## config.mk

```make
export PLATFORM = sky130hd
export DESIGN_NAME = alu_share_arb
export DESIGN_NICKNAME = d
export VERILOG_FILES = /design/src/rtl/alu_pkg.sv /design/src/rtl/rr_arbiter.sv /design/src/rtl/alu_share_arb.sv
export SDC_FILE = /design/constraint.sdc
export NUM_CORES = 1
export LEC_CHECK = 0
export ABC_AREA = 1
export BUFFER_PORTS_ARGS = -buffer_cell sky130_fd_sc_hd__buf_4
export CORE_ASPECT_RATIO = 0.8
export CORE_MARGIN = 2
export CORE_UTILIZATION = 46
export CTS_CLUSTER_DIAMETER = 120
export CTS_CLUSTER_SIZE = 28
export DETAILED_ROUTE_END_ITERATION = 6
export GPL_TIMING_DRIVEN = 0
export MAX_ROUTING_LAYER = met4
export PLACE_DENSITY = 0.67
export SETUP_SLACK_MARGIN = 0.05
export SLEW_MARGIN = 20
export SYNTH_ARGS = -nofsm -noshare
export SYNTH_HDL_FRONTEND = slang
export SYNTH_SLANG_ARGS = --single-unit
```

## constraint.sdc

```tcl
create_clock -name clk -period 7 [get_ports clk]
set_input_delay 1.05 -clock clk [delete_from_list [all_inputs] [get_ports clk]]
set_output_delay 1.05 -clock clk [all_outputs]
set_load 0.01 [all_outputs]
```

## src/rtl/alu_pkg.sv

```systemverilog
// Op codes and the shared integer ALU evaluation used by alu_share_arb.
// Operands arrive sign-extended to ALU_XLEN; the caller truncates the result to its width.
package alu_pkg;

    localparam int OP_W     = 4;
    localparam int ALU_XLEN = 64;

    localparam logic [OP_W-1:0] OP_ADD  = 4'b0000;
    localparam logic [OP_W-1:0] OP_SUB  = 4'b0001;
    localparam logic [OP_W-1:0] OP_AND  = 4'b0010;
    localparam logic [OP_W-1:0] OP_OR   = 4'b0011;
    localparam logic [OP_W-1:0] OP_XOR  = 4'b0100;
    localparam logic [OP_W-1:0] OP_SLL  = 4'b0101;
    localparam logic [OP_W-1:0] OP_SRL  = 4'b0110;
    localparam logic [OP_W-1:0] OP_SRA  = 4'b0111;
    localparam logic [OP_W-1:0] OP_SLT  = 4'b1000;
    localparam logic [OP_W-1:0] OP_SLTU = 4'b1001;

    // Returns {illegal, res}. Sign-extension keeps unsigned ordering intact, so
    // SLTU can compare the extended values directly; SRL masks back to w bits.
    function automatic logic [ALU_XLEN:0] alu_eval(
        input logic [OP_W-1:0]     op,
        input logic [ALU_XLEN-1:0] a,
        input logic [ALU_XLEN-1:0] b,
        input int                  w
    );
        logic [ALU_XLEN-1:0] mask;
        logic [ALU_XLEN-1:0] res;
        logic                illegal;
        logic [4:0]          sh;
        mask    = {ALU_XLEN{1'b1}} >> (ALU_XLEN - w);
        sh      = b[4:0];
        res     = '0;
        illegal = 1'b0;
        case (op)
            OP_ADD:  res = a + b;
            OP_SUB:  res = a - b;
            OP_AND:  res = a & b;
            OP_OR:   res = a | b;
            OP_XOR:  res = a ^ b;
            OP_SLL:  res = a << sh;
            OP_SRL:  res = (a & mask) >> sh;
            OP_SRA:  res = $signed(a) >>> sh;
            OP_SLT:  res = ALU_XLEN'($signed(a) < $signed(b));
            OP_SLTU: res = ALU_XLEN'(a < b);
            default: illegal = 1'b1;
        endcase
        return {illegal, res};
    endfunction

endpackage

```

## src/rtl/rr_arbiter.sv

```systemverilog
// Round-robin arbiter: searches last+1, last+2, ... modulo N and grants the first request.
module rr_arbiter #(
    parameter int N  = 2,
    parameter int IW = 1
) (
    input  logic [N-1:0]  req,
    input  logic [IW-1:0] last,
    input  logic          en,
    output logic [N-1:0]  grant,
    output logic [IW-1:0] idx,
    output logic          any
);

    logic [N-1:0] hi;
    logic [N-1:0] pick;

    // Requests above last take precedence; otherwise wrap to the lowest index.
    always_comb begin
        grant = '0;
        idx   = '0;
        any   = 1'b0;
        hi    = '0;
        for (int i = 0; i < N; i++) begin
            hi[i] = req[i] && (i > int'(last));
        end
        pick = (|hi) ? hi : req;
        for (int i = 0; i < N; i++) begin
            if (en && !any && pick[i]) begin
                grant[i] = 1'b1;
                idx      = IW'(i);
                any      = 1'b1;
            end
        end
    end

endmodule

```

## src/rtl/alu_share_arb.sv

```systemverilog
// One combinational ALU shared by NREQ valid/ready requesters through a round-robin
// arbiter; results land in a single-entry output register tagged with the requester id.
module alu_share_arb
    import alu_pkg::*;
#(
    parameter int NREQ = 2,
    parameter int W    = 32,
    parameter int IDW  = 1
) (
    input  logic                 clk,
    input  logic                 rst,
    input  logic [NREQ-1:0]      req_valid,
    output logic [NREQ-1:0]      req_ready,
    input  logic [4*NREQ-1:0]    req_op,
    input  logic [W*NREQ-1:0]    req_op1,
    input  logic [W*NREQ-1:0]    req_op2,
    output logic                 rsp_valid,
    input  logic                 rsp_ready,
    output logic [IDW-1:0]       rsp_id,
    output logic [W-1:0]         rsp_res,
    output logic                 rsp_zero,
    output logic                 rsp_illegal
);

    logic            rsp_valid_q, rsp_valid_d;
    logic [IDW-1:0]  rsp_id_q, rsp_id_d;
    logic [W-1:0]    rsp_res_q, rsp_res_d;
    logic            rsp_zero_q, rsp_zero_d;
    logic            rsp_illegal_q, rsp_illegal_d;
    logic [IDW-1:0]  last_q, last_d;

    logic                can_accept;
    logic [NREQ-1:0]     gnt;
    logic [IDW-1:0]      gnt_idx;
    logic                gnt_any;
    logic [OP_W-1:0]     sel_op;
    logic [W-1:0]        sel_a;
    logic [W-1:0]        sel_b;
    logic [ALU_XLEN-1:0] alu_res_full;
    logic                alu_illegal;
    logic [W-1:0]        alu_res;

    assign can_accept = !rsp_valid_q || rsp_ready;

    // Grant is gated off during reset so nothing is accepted in that cycle.
    rr_arbiter #(.N(NREQ), .IW(IDW)) u_arb (
        .req   (req_valid),
        .last  (last_q),
        .en    (can_accept && !rst),
        .grant (gnt),
        .idx   (gnt_idx),
        .any   (gnt_any)
    );

    always_comb begin
        sel_op = '0;
        sel_a  = '0;
        sel_b  = '0;
        for (int i = 0; i < NREQ; i++) begin
            if (gnt[i]) begin
                sel_op = req_op[i*OP_W +: OP_W];
                sel_a  = req_op1[i*W +: W];
                sel_b  = req_op2[i*W +: W];
            end
        end
    end

    assign {alu_illegal, alu_res_full} =
        alu_eval(sel_op, ALU_XLEN'($signed(sel_a)), ALU_XLEN'($signed(sel_b)), W);
    assign alu_res = W'(alu_res_full);

    always_comb begin
        rsp_valid_d   = rsp_valid_q;
        rsp_id_d      = rsp_id_q;
        rsp_res_d     = rsp_res_q;
        rsp_zero_d    = rsp_zero_q;
        rsp_illegal_d = rsp_illegal_q;
        last_d        = last_q;
        if (gnt_any) begin
            rsp_valid_d   = 1'b1;
            rsp_id_d      = gnt_idx;
            rsp_res_d     = alu_res;
            rsp_zero_d    = (alu_res == '0);
            rsp_illegal_d = alu_illegal;
            last_d        = gnt_idx;
        end else if (rsp_valid_q && rsp_ready) begin
            rsp_valid_d = 1'b0;
        end
    end

    always_ff @(posedge clk) begin
        if (rst) begin
            rsp_valid_q   <= 1'b0;
            rsp_id_q      <= '0;
            rsp_res_q     <= '0;
            rsp_zero_q    <= 1'b0;
            rsp_illegal_q <= 1'b0;
            last_q        <= IDW'(NREQ - 1);
        end else begin
            rsp_valid_q   <= rsp_valid_d;
            rsp_id_q      <= rsp_id_d;
            rsp_res_q     <= rsp_res_d;
            rsp_zero_q    <= rsp_zero_d;
            rsp_illegal_q <= rsp_illegal_d;
            last_q        <= last_d;
        end
    end

    assign req_ready   = gnt;
    assign rsp_valid   = rsp_valid_q;
    assign rsp_id      = rsp_id_q;
    assign rsp_res     = rsp_res_q;
    assign rsp_zero    = rsp_zero_q;
    assign rsp_illegal = rsp_illegal_q;

endmodule
```

==> results.tsv <==
metric	value	unit
wire_per_inst	24.4	um
slew_headroom	25.9	%
final_nets	2731	
wl_met3	12900	um
ir_worst_vdd	88.0	uV
slew_violations	0	
hold_path_class	reg -> reg	
dr.first_iter.drc_count	3254	
status	complete, but fails checks	
start_kind	input pin	
antenna_cells	0	
finalHoldViolations	0	
wl_met1	26400	um
syn_area	11800	um^2
regArea	741	um^2
dr.pass1.iters	7	
die_w	183	um
synth_top_area_share	20.1	%
route.detailed.drc	11	
synth_common_cells	634 x nand2_1, 399 x nand3_1, 272 x nor2_1	
grt_remaining_overflow	0	
cts-root-buf	clkbuf_16	
multiInputGateArea	9460	um^2
leakage	7.66	nW
grt_max_degree	14	
syn_area_per_cell	5.14	um^2
grt_first_pass_wirelength	98400	um
yosysTopAreaCell	nand2_1	
fillers	2823	
ys_async_sr_fraction	0	%
finClkSkew	0.0178	ns
cts-buffers-inserted	5	
clk_pin_slew	0.08	ns
fp.dieH	148	um
ant_nets	0	
ys_ff_latch	37	
portBuffers	176	
dieArea	27100	um^2
highest_layer	met4	
syn_inst	2307	
placed_area	13600	um^2
drt_wl_total	68600	um
synth_seq_area_share	6.25	%
cts_sinks	37	
yosys_warnings	0	
max_freq	145	MHz
synth_edf_count	0	
yosysMostFrequentCell	nand2_1	
cts_tree	done	
violations	DRC	
clkLatencyLatePin	0.31	ns
rsz0062_at_grt	no	
drive_gt1_share	11.7	%
synthTopCellsByArea	nand2_1 20%, nand3_1 17%, ha_1 10%, nor2_1 8.6%, inv_1 8.6%	
grt_pass1_vias	15722	
final.setup.tns	0	ns
grt_usage	50.4	%
setup_viol	0	
wl_met2	24600	um
coreArea	25300	um^2
cts_buffer_depth	2	
row_count	52	
avgViaCountPerCell	6.33	
syn-num-nets	2548	
crit_fanout	11	
num_io_pins	179	
finalInstanceArea	13800	um^2
synth_ff_type	dfxtp_1	
drv_cap	0	
num_vias	17812	
endpoint_kind	register	
gp_congestion	1.19	
antenna_found_initial	0	
min_period_over_period	98.3	%
yosysUniqueCellTypes	46	
worst-slew-pin-transition	1.11	ns
pwr_density_cell	150	nW/um^2
dp_hpwl	56000	um
syn2layout_area_growth	16.3	%
cts-htree-levels	2	
crit_required	7.21	ns
arrival	7.09	ns
crit_type	in -> reg	
initial_core_util	46.8	%
min_period	6.88	ns
[through the flow]
step,std cells,utilization (%),power [W],setup slack [ns],hold WS (ns)
floorplan,2307,-,0.00112,2.35,0.472
global route,2815,54.4,0.00214,0.0797,0.505
finish,2815,54.4,0.00206,0.122,0.484
detailed placement,2807,53.6,0.00164,-0.0630,0.466
CTS,2815,54.4,0.00196,0.227,0.481
global placement,2807,53.6,0.00163,-0.0819,0.457
[registers in the layout, summed over array words and instances, names as in the netlist]
signal / count
last_q: 1
rsp_valid: 1
rsp_id: 1
rsp_zero: 1
rsp_illegal: 1
rsp_res: 32
[worst paths after layout]
kind | startpoint | end | slack [ns] | cells past startpoint
worst max register to register | rsp_valid | rsp_zero | 0.62 | 25
worst min register to register | rsp_id | rsp_id | 0.48 | 2
worst max-delay path | rsp_ready | rsp_zero | 0.12 | 27
worst min-delay path | rsp_id | rsp_id | 0.48 | 2
[critical path, cell delays in order]
cell      delay [ns]
buf_4           0.08
inv_1           0.06
a21oi_4         0.30
nand3_4         0.15
buf_6           0.19
o22ai_2         0.45
inv_1           0.12
clkbuf_1        0.42
clkbuf_2        0.47
ha_1            0.49
inv_1           0.16
nand2_1         0.12
o21ai_1         0.46
nand2_1         0.17
nand2_1         0.25
nand2_1         0.09
nand3_1         0.09
o21ai_0         0.10
nor3_1          0.52
nand3_1         0.37
nor2_1          0.36
nand3_1         0.12
nor2_1          0.10
nand2_1         0.06
nor2_1          0.08
nand3_1         0.07
a21oi_1         0.18
[per-layer routing]
metal  GRT usage [%]  vias to the layer above
met5               -                        -
met3            22.4                      283
met1            65.5                     7925
met2            63.9                     1629
li1                -                     7975
met4            26.9                        0
[area by class of cell]
class | instances | area share (%)
inverter | 279 | 7.60
tap | 324 | 2.94
sequential | 37 | 5.38
timing repair buffer | 176 | 9.59
clock inverter | 3 | 0.500
multi-input combinational | 1875 | 68.7
buffer | 116 | 4.41
clock buffer | 5 | 0.908
[cells by family after synthesis]
kind of cell               share of synthesized area (%)
xor gates and xnor gates                           0.444
adders and majority gates                           10.7
buffers and inverters                               14.0
and+or+nand+nor                                     50.9
DFF                                                 6.25
AOI/OAI and AO/OA                                   17.8
[timing repair]
item	4_1_cts	5_1_grt
gates resized for setup	0	4
hold buffers	0	0
setup endpoints to repair	0	1
buffers inserted	0	0
[layout by cell type, fill, tap and decap left out, types with 9 or more instances in the layout]
cell / n
o22ai_1: 17
ha_1: 98
inv_1: 271
dfxtp_1: 37
buf_2: 46
nor3_1: 17
a21oi_1: 132
buf_1: 9
buf_6: 10
clkbuf_1: 40
a22oi_1: 27
nor2_1: 271
nand2_1: 634
buf_4: 186
o21ai_1: 11
nand4_1: 42
nor2_2: 15
nand3_1: 399
o211ai_1: 26
o21ai_0: 118
[power breakdown]
part | total, W | switching, W | internal (W)
sequential | 0.000245 | 0.0000123 | 0.000233
combinational | 0.00150 | 0.00107 | 0.000425
clock | 0.000318 | 0.000112 | 0.000206
total | 0.00206 | 0.00120 | 0.000864
No activity file was read; power rests on OpenSTA's default activity.
